[config.mk]
export PLATFORM = sky130hd
export DESIGN_NAME = uart_tx_drain
export DESIGN_NICKNAME = d
export VERILOG_FILES = /design/src/rtl/uart_tx_drain.sv
export SDC_FILE = /design/constraint.sdc
export NUM_CORES = 1
export LEC_CHECK = 0
export ABC_AREA = 1
export CAP_MARGIN = 20
export CORE_ASPECT_RATIO = 1.25
export CORE_MARGIN = 2
export CORE_UTILIZATION = 53
export DETAILED_ROUTE_END_ITERATION = 12
export PLACE_DENSITY = 0.77
export SYNTH_ARGS = -nofsm -noshare
export SYNTH_HDL_FRONTEND = slang
export SYNTH_SLANG_ARGS = --single-unit
[constraint.sdc]
create_clock -name clk_i -period 1.76 [get_ports clk_i]
set_input_delay 0.176 -clock clk_i [delete_from_list [all_inputs] [get_ports clk_i]]
set_output_delay 0.176 -clock clk_i [all_outputs]
set_load 0.01 [all_outputs]
[src/rtl/uart_tx_drain.sv]
`default_nettype none
// ============================================================================
// Module   : uart_tx_drain
// Purpose  : UART transmitter that drains a show-ahead byte FIFO. It captures
//            and pops the FIFO head in the same cycle, then sends a
//            start / data (LSB first) / optional parity / stop frame.
// Revision : 1.0 - initial release
// ============================================================================
module uart_tx_drain #(
  parameter int CLKDIV    = 16,  // clock cycles per bit period (>= 2)
  parameter int DWIDTH    = 8,   // data bits per frame
  parameter int PARITY    = 0,   // 0 = none, 1 = even, 2 = odd
  parameter int STOP_BITS = 1    // 1 or 2
) (
  input  logic              clk_i,
  input  logic              rst_i,       // synchronous, active-low
  input  logic              tx_en,
  input  logic              fifo_empty,
  input  logic [DWIDTH-1:0] fifo_out,
  output logic              fifo_pop,
  output logic              tx,
  output logic              busy
);

  localparam int BW = $clog2(CLKDIV);
  localparam int CW = $clog2(DWIDTH + 1);

  localparam logic [BW-1:0] BAUD_LAST = BW'(CLKDIV - 1);
  localparam logic [CW-1:0] DATA_LAST = CW'(DWIDTH - 1);
  localparam logic [CW-1:0] STOP_LAST = CW'(STOP_BITS - 1);
  localparam logic          PAR_INV   = (PARITY == 2);
  localparam logic          HAS_PAR   = (PARITY != 0);

  typedef enum logic [2:0] {
    S_IDLE   = 3'd0,
    S_START  = 3'd1,
    S_DATA   = 3'd2,
    S_PARITY = 3'd3,
    S_STOP   = 3'd4
  } state_t;

  state_t            state_q;
  logic [BW-1:0]     baud_q;
  logic [CW-1:0]     bit_q;
  logic [DWIDTH-1:0] shift_q;
  logic              par_q;
  logic              tx_q;

  logic              load;
  logic              baud_end;
  logic              last_stop;
  logic [BW-1:0]     baud_d;
  logic [DWIDTH-1:0] shift_d;

  assign load      = tx_en & ~fifo_empty;
  assign baud_end  = (baud_q == BAUD_LAST);
  assign last_stop = (state_q == S_STOP) && baud_end && (bit_q == STOP_LAST);
  assign baud_d    = baud_end ? '0 : baud_q + BW'(1);
  assign shift_d   = shift_q >> 1;

  // Pop strobe: show-ahead FIFO lets capture and pop share one cycle; the
  // final stop cycle also reloads so consecutive frames have no idle gap.
  assign fifo_pop = rst_i & load & ((state_q == S_IDLE) | last_stop);
  assign tx       = tx_q;
  assign busy     = (state_q != S_IDLE);

  // Frame sequencer: bit timing, shift register and registered line level.
  always_ff @(posedge clk_i) begin
    if (!rst_i) begin
      state_q <= S_IDLE;
      baud_q  <= '0;
      bit_q   <= '0;
      shift_q <= '0;
      par_q   <= 1'b0;
      tx_q    <= 1'b1;
    end else begin
      case (state_q)
        S_IDLE: begin
          baud_q <= '0;
          bit_q  <= '0;
          tx_q   <= 1'b1;
          if (load) begin
            shift_q <= fifo_out;
            par_q   <= ^fifo_out;
            state_q <= S_START;
            tx_q    <= 1'b0;
          end
        end

        S_START: begin
          baud_q <= baud_d;
          if (baud_end) begin
            state_q <= S_DATA;
            bit_q   <= '0;
            tx_q    <= shift_q[0];
          end
        end

        S_DATA: begin
          baud_q <= baud_d;
          if (baud_end) begin
            shift_q <= shift_d;
            if (bit_q == DATA_LAST) begin
              bit_q <= '0;
              if (HAS_PAR) begin
                state_q <= S_PARITY;
                tx_q    <= par_q ^ PAR_INV;
              end else begin
                state_q <= S_STOP;
                tx_q    <= 1'b1;
              end
            end else begin
              bit_q <= bit_q + CW'(1);
              tx_q  <= shift_d[0];
            end
          end
        end

        S_PARITY: begin
          baud_q <= baud_d;
          if (baud_end) begin
            state_q <= S_STOP;
            bit_q   <= '0;
            tx_q    <= 1'b1;
          end
        end

        S_STOP: begin
          baud_q <= baud_d;
          if (baud_end) begin
            if (bit_q == STOP_LAST) begin
              bit_q <= '0;
              if (load) begin
                shift_q <= fifo_out;
                par_q   <= ^fifo_out;
                state_q <= S_START;
                tx_q    <= 1'b0;
              end else begin
                state_q <= S_IDLE;
                tx_q    <= 1'b1;
              end
            end else begin
              bit_q <= bit_q + CW'(1);
            end
          end
        end

        default: begin
          state_q <= S_IDLE;
          baud_q  <= '0;
          bit_q   <= '0;
          tx_q    <= 1'b1;
        end
      endcase
    end
  end

endmodule
`default_nettype wire
## Word-level counts from Yosys, hierarchy flattened

Cells that the tools add are included.

- Add/subtract/negate cells: 2
- Equal/unequal tests: 14
- Muxes and demuxes: 28
- Bitwise logic cells: 7
- Reduce and logical (&&, ||, !) cells: 13

Operators with widths:

| operator | number |
|---|---|
| two-way mux 8 bit | 4 |
| one-hot mux 8 bit (3 select lines) | 1 |
| two-way mux 3 bit | 7 |
| two-way mux 4 bit | 5 |
| one-hot mux 3 bit (5 select lines) | 1 |
| != test 2 bit (second input constant) | 6 |
| one-hot mux 4 bit (3 select lines) | 1 |
| adder 4 x 1 -> 4 bit (second input constant) | 2 |
| two-way mux 1 bit | 8 |
| AND reduction 7 bit | 1 |
| equality test 3 x 2 -> 1 bit (second input constant) | 2 |
| nonzero test 3 bit | 2 |
| one-hot mux 1 bit (5 select lines) | 1 |
| AND reduction 5 bit | 1 |
| equality test 4 x 3 -> 1 bit (second input constant) | 1 |
| equality test 4 bit (second input constant) | 1 |
| zero test 4 bit | 1 |
| != test 2 x 1 -> 1 bit (second input constant) | 2 |
| AND reduction 4 bit | 1 |
| OR reduction 4 bit | 1 |
| AND 1 bit | 3 |
| equality test 3 x 1 -> 1 bit (second input constant) | 1 |
| equality test 3 bit (second input constant) | 1 |
| zero test 3 bit | 1 |
| 6 further kinds | 9 |

- Register bits after elaboration: 20
- Input port bits: 12
- Output and inout bits: 3

## Depth between registers and ports, before layout

- Word-level depth: 6
- Gate-level depth with buffers: 10
- Mapped depth without buffers: 10

## Least setup slack after synthesis

OpenSTA, ideal clock, no wires.

- Path kind: register -> register
- From: register baud_q[0]
- To: register state_q[1]
- Arrival: 1228 ps
- Data required time: 1647 ps
- Path slack: 419 ps
- Cell stages (with the launch flop): 9
- Buffers on the path: 0
- Cell sequence: dfxtp_1 ha_1 nand3_1 nand3_1 nand2_1 nor2_2 nand2_2 nor2_1 nor2_1

- Word-level cells in the longest chain between the ends: 3
- Elaborated cells between the ends (all ways): 6
- Classes of those cells: 5 x eq/ne; 1 x reduce/logical

RTL lines:

| item | RTL line | RTL |
|---|---|---|
| from (decl) | 43 | `logic [BW-1:0] baud_q;` |
| from (signal assigned) | 91 | `baud_q <= baud_d;` |
| from (signal assigned) | 100 | `baud_q <= baud_d;` |
| from (signal assigned) | 120 | `baud_q <= baud_d;` |
| equality test 4 bit (*) | 56 | `assign baud_end = (baud_q == BAUD_LAST);` |
| != test 2 bit (no source line) | -- |  |
| AND reduction 7 bit (no source line) (*) | -- |  |
| to (signal assigned) | 70 | `state_q <= S_IDLE;` |
| to (signal assigned) | 85 | `state_q <= S_START;` |
| to (signal assigned) | 93 | `state_q <= S_DATA;` |
| to (decl) | 42 | `state_t state_q;` |

Every way passes the cells marked *; elsewhere a longest branch is shown, timed or not.
A chain may end at the register's enable or synchronous reset.

## Worst setup path in the final report

- From: register state_q[2]
- To: output port busy

- Word-level cells in the longest chain between the ends: 1

RTL lines:

| item | RTL line | RTL |
|---|---|---|
| nonzero test 3 bit | 65 | `assign busy = (state_q != S_IDLE);` |
| to (decl) | 22 | `output logic busy` |

Every way passes these cells.

==> impl_metrics.toml <==
[global_route]
antenna_found_initial = 0
grt_max_degree = 19
grt.overflow.total = 0
grt_pass1_wl_mm = 4.23
grt_usage = 0.220
grt_pass1_vias = 1107

[worst_setup_path]
cp.arrival_ns = 1.51
cp_slowest_cell = "clkdlybuf4s50_1"
ff2ff_setup_slack_ns = 0.20
reg2regPathDepth = 10
worst_setup_path_end_kind = "primary output"
cpLargestDelayFamily = "buffers and inverters"
crit_type = "reg -> out"
worstPathMaxFanout = 5
max_stage_delay_ns = 0.55
crit_chain = "inv_2, nand2_1, clkdlybuf4s50_1"
crit_buf_inv = 2
reg2reg_to = "state_q[1]"
start_kind = "flop"
r2r-start = "baud_q[1]"
cp.required_ns = 1.58

[die]
fp.dieW_um = 45.8
core_area_um2 = 2030
die_area_um2 = 2570
core.rowCount = 18
start_util = 0.570
ios = 15
die_h_um = 56.2

[pwr]
leakagePower_nw = 0.717
p_sw_frac = 0.412
clockPowerShare = 0.180
p_comb_frac = 0.504
seq_power_share = 0.316
p_per_area_nw_per_um2 = 1510
power_switching_mw = 0.876
vdd_drop_max_mv = 1.10
p_int_mw = 1.25
finalPower_mw = 2.13

[clocking]
clkLatencyLatePin_ns = 0.32
cts.htree.levels = 1
cts_root_buf = "clkbuf_4"
numCtsBuffers = 3
hold_buffers = 0
cts_tree = "yes"
clockBufferDepth = 2
cts.sinks = 20
clk_pin_slew_ns = 0.12

[yosys]
synthTopCellsByArea = "dfxtp_1, nand2_1, nor2_1, inv_1, nand3_1"
synth_area_um2 = 1150
synthMuxAreaShare = 0
synthesis.nets = 192
synth_fa_ha_area_frac = 0.0325
synth_top_family_by_area = "simple AND/OR/NAND/NOR gates"
syn_inst = 177
avgSynthCellArea_um2 = 6.52
synthTopCellsByCount = "nand2_1, nor2_1, dfxtp_1, inv_1, nand3_1"
synth-edff-count = 0
synth_compound_area_frac = 0.113
synth-simple-area-share = 0.403
synth_seq_area_share = 0.347
synth.top_cell.area_share = 0.347
synth_warnings = 0
synth_ff_type = "dfxtp_1"
synthXorXnorAreaFrac = 0.0152
yosysTopAreaCell = "dfxtp_1"
synth_async_sr_flop_share = 0
synth_seq_cells = 20
synth.most_common_cell = "nand2_1"
synth_cell_types = 25

[routing]
drcViolationCount = 0
dr.first_iter.drc_count = 18
num_vias = 1152
dr.pass1.iters = 4
ant_nets = 0
wl_per_cell_um = 11.4
routed_wl_mm = 2.49
viasPerCell = 5.26

[place]
dpl_cell_area_um2 = 1330
portBuffers = 14
dp_hpwl_mm = 1.79
gp_congestion = 0.851

[cells_and_area]
nets = 215
layout-drive-gt1-share = 0.171
diodes = 0
area_growth_pct = 22.3
design_area_um2 = 1410

[timing]
fin_crit_sh = 0.957
worstMarginPinSlew_ns = 0.422
hold_viol = 0
slew_viol_final = 0
fmax_mhz = 594
setup_viol = 0
period_needed_ns = 1.68
max-slew-margin-rel = 0.716
skew_ns = 0.00468

[run_status]
status = "finished, final reports clean"

[min_path]
min-delay-start = "tx"
holdPathStages = 2
min_to = "tx"
hold_class = "reg -> reg"

[run]
cap_violations = 0
==> flip-flops by register name, indices dropped and copies added, names as in the netlist <==
register / flops
baud_q: 4
bit_q: 4
shift_q: 8
state_q: 3
tx: 1
==> layout by cell type, fill, tap and decap left out, types with 2 or more instances in the layout <==
cell / synthesis / routed
nor2_1: 28 / 28
dfxtp_1: 20 / 17
o21ai_1: 2 / 2
nor2_2: 4 / 4
buf_4: 0 / 8
clkbuf_4: 0 / 3
ha_1: 3 / 3
nand2_1: 51 / 50
inv_1: 17 / 17
inv_2: 4 / 4
dfxtp_2: 0 / 3
a21oi_1: 4 / 3
o22ai_1: 2 / 2
o21ai_0: 11 / 11
nand2_4: 2 / 2
nand4_1: 3 / 3
nand3_1: 12 / 12
clkdlybuf4s50_1: 0 / 13
nand2_2: 3 / 4
==> tightest hold or removal path, stage by stage, from the launching register on <==
cell and delay, ns:
dfxtp_1 0.35, nand2_1 0.05, nand3_1 0.06
==> stage by stage <==
step | TNS, ns | setup slack (ns) | instances | util | hold WS, ns
after CTS | 0 | 0.0113 | 216 | 0.685 | 0.430
final | 0 | 0.0755 | 219 | 0.697 | 0.481
after global routing | -0.00488 | -0.00488 | 219 | 0.697 | 0.503
after global placement | 0 | 0.0800 | 212 | 0.657 | 0.428
after floorplan | 0 | 0.419 | 177 | - | 0.416
after detailed placement | 0 | 0.0503 | 212 | 0.657 | 0.448
==> layer usage <==
layer,wire length (µm),part of all wire,track usage,vias up
met4,73,0.029,0.139,0
met3,75,0.030,0.0260,7
met1,1020,0.41,0.235,523
li1,-,-,-,601
met5,0,0,0,-
met2,1320,0.53,0.382,21
==> cell families after synthesis <==
kind of cell               after synthesis
AOI/OAI and AO/OA                       22
xor gates and xnor gates                 2
adders and majority gates                3
buffers and inverters                   25
DFF                                     20
and+or+nand+nor                        105
==> final cells by class <==
type | count | area [µm²]
Fill cell | 192 | 614
Inverter | 21 | 78.8
Clock buffer | 3 | 22.5
Clock inverter | 1 | 30.0
Tap cell | 20 | 25.0
Timing Repair Buffer | 22 | 195
Multi-Input combinational cell | 132 | 657
Sequential cell | 20 | 404
==> power by group through the flow <==
stage / clock network, mW / logic (mW) / registers, mW
floorplan: 0 / 0.774 / 0.669
global placement: 0 / 0.958 / 0.677
detailed placement: 0 / 0.995 / 0.681
CTS: 0.397 / 1.01 / 0.672
global route: 0.415 / 1.22 / 0.690
finish: 0.383 / 1.07 / 0.673
==> worst max-delay path by stage <==
stage               startpoint         end  cells past startpoint
floorplan            baud_q[0]  state_q[1]                      8
global placement         tx_en    fifo_pop                      6
detailed placement  fifo_empty    fifo_pop                      7
CTS                  baud_q[1]    fifo_pop                      6
global route        state_q[2]        busy                      3
finish              state_q[2]        busy                      3
==> repair_timing <==
action | in CTS | in global routing
endpoints found under the setup margin | 1 | 1
pin swaps | 0 | 1
setup buffers | 0 | 3
resized for setup | 4 | 5
Note: power is estimated with default switching activity, not from simulation.
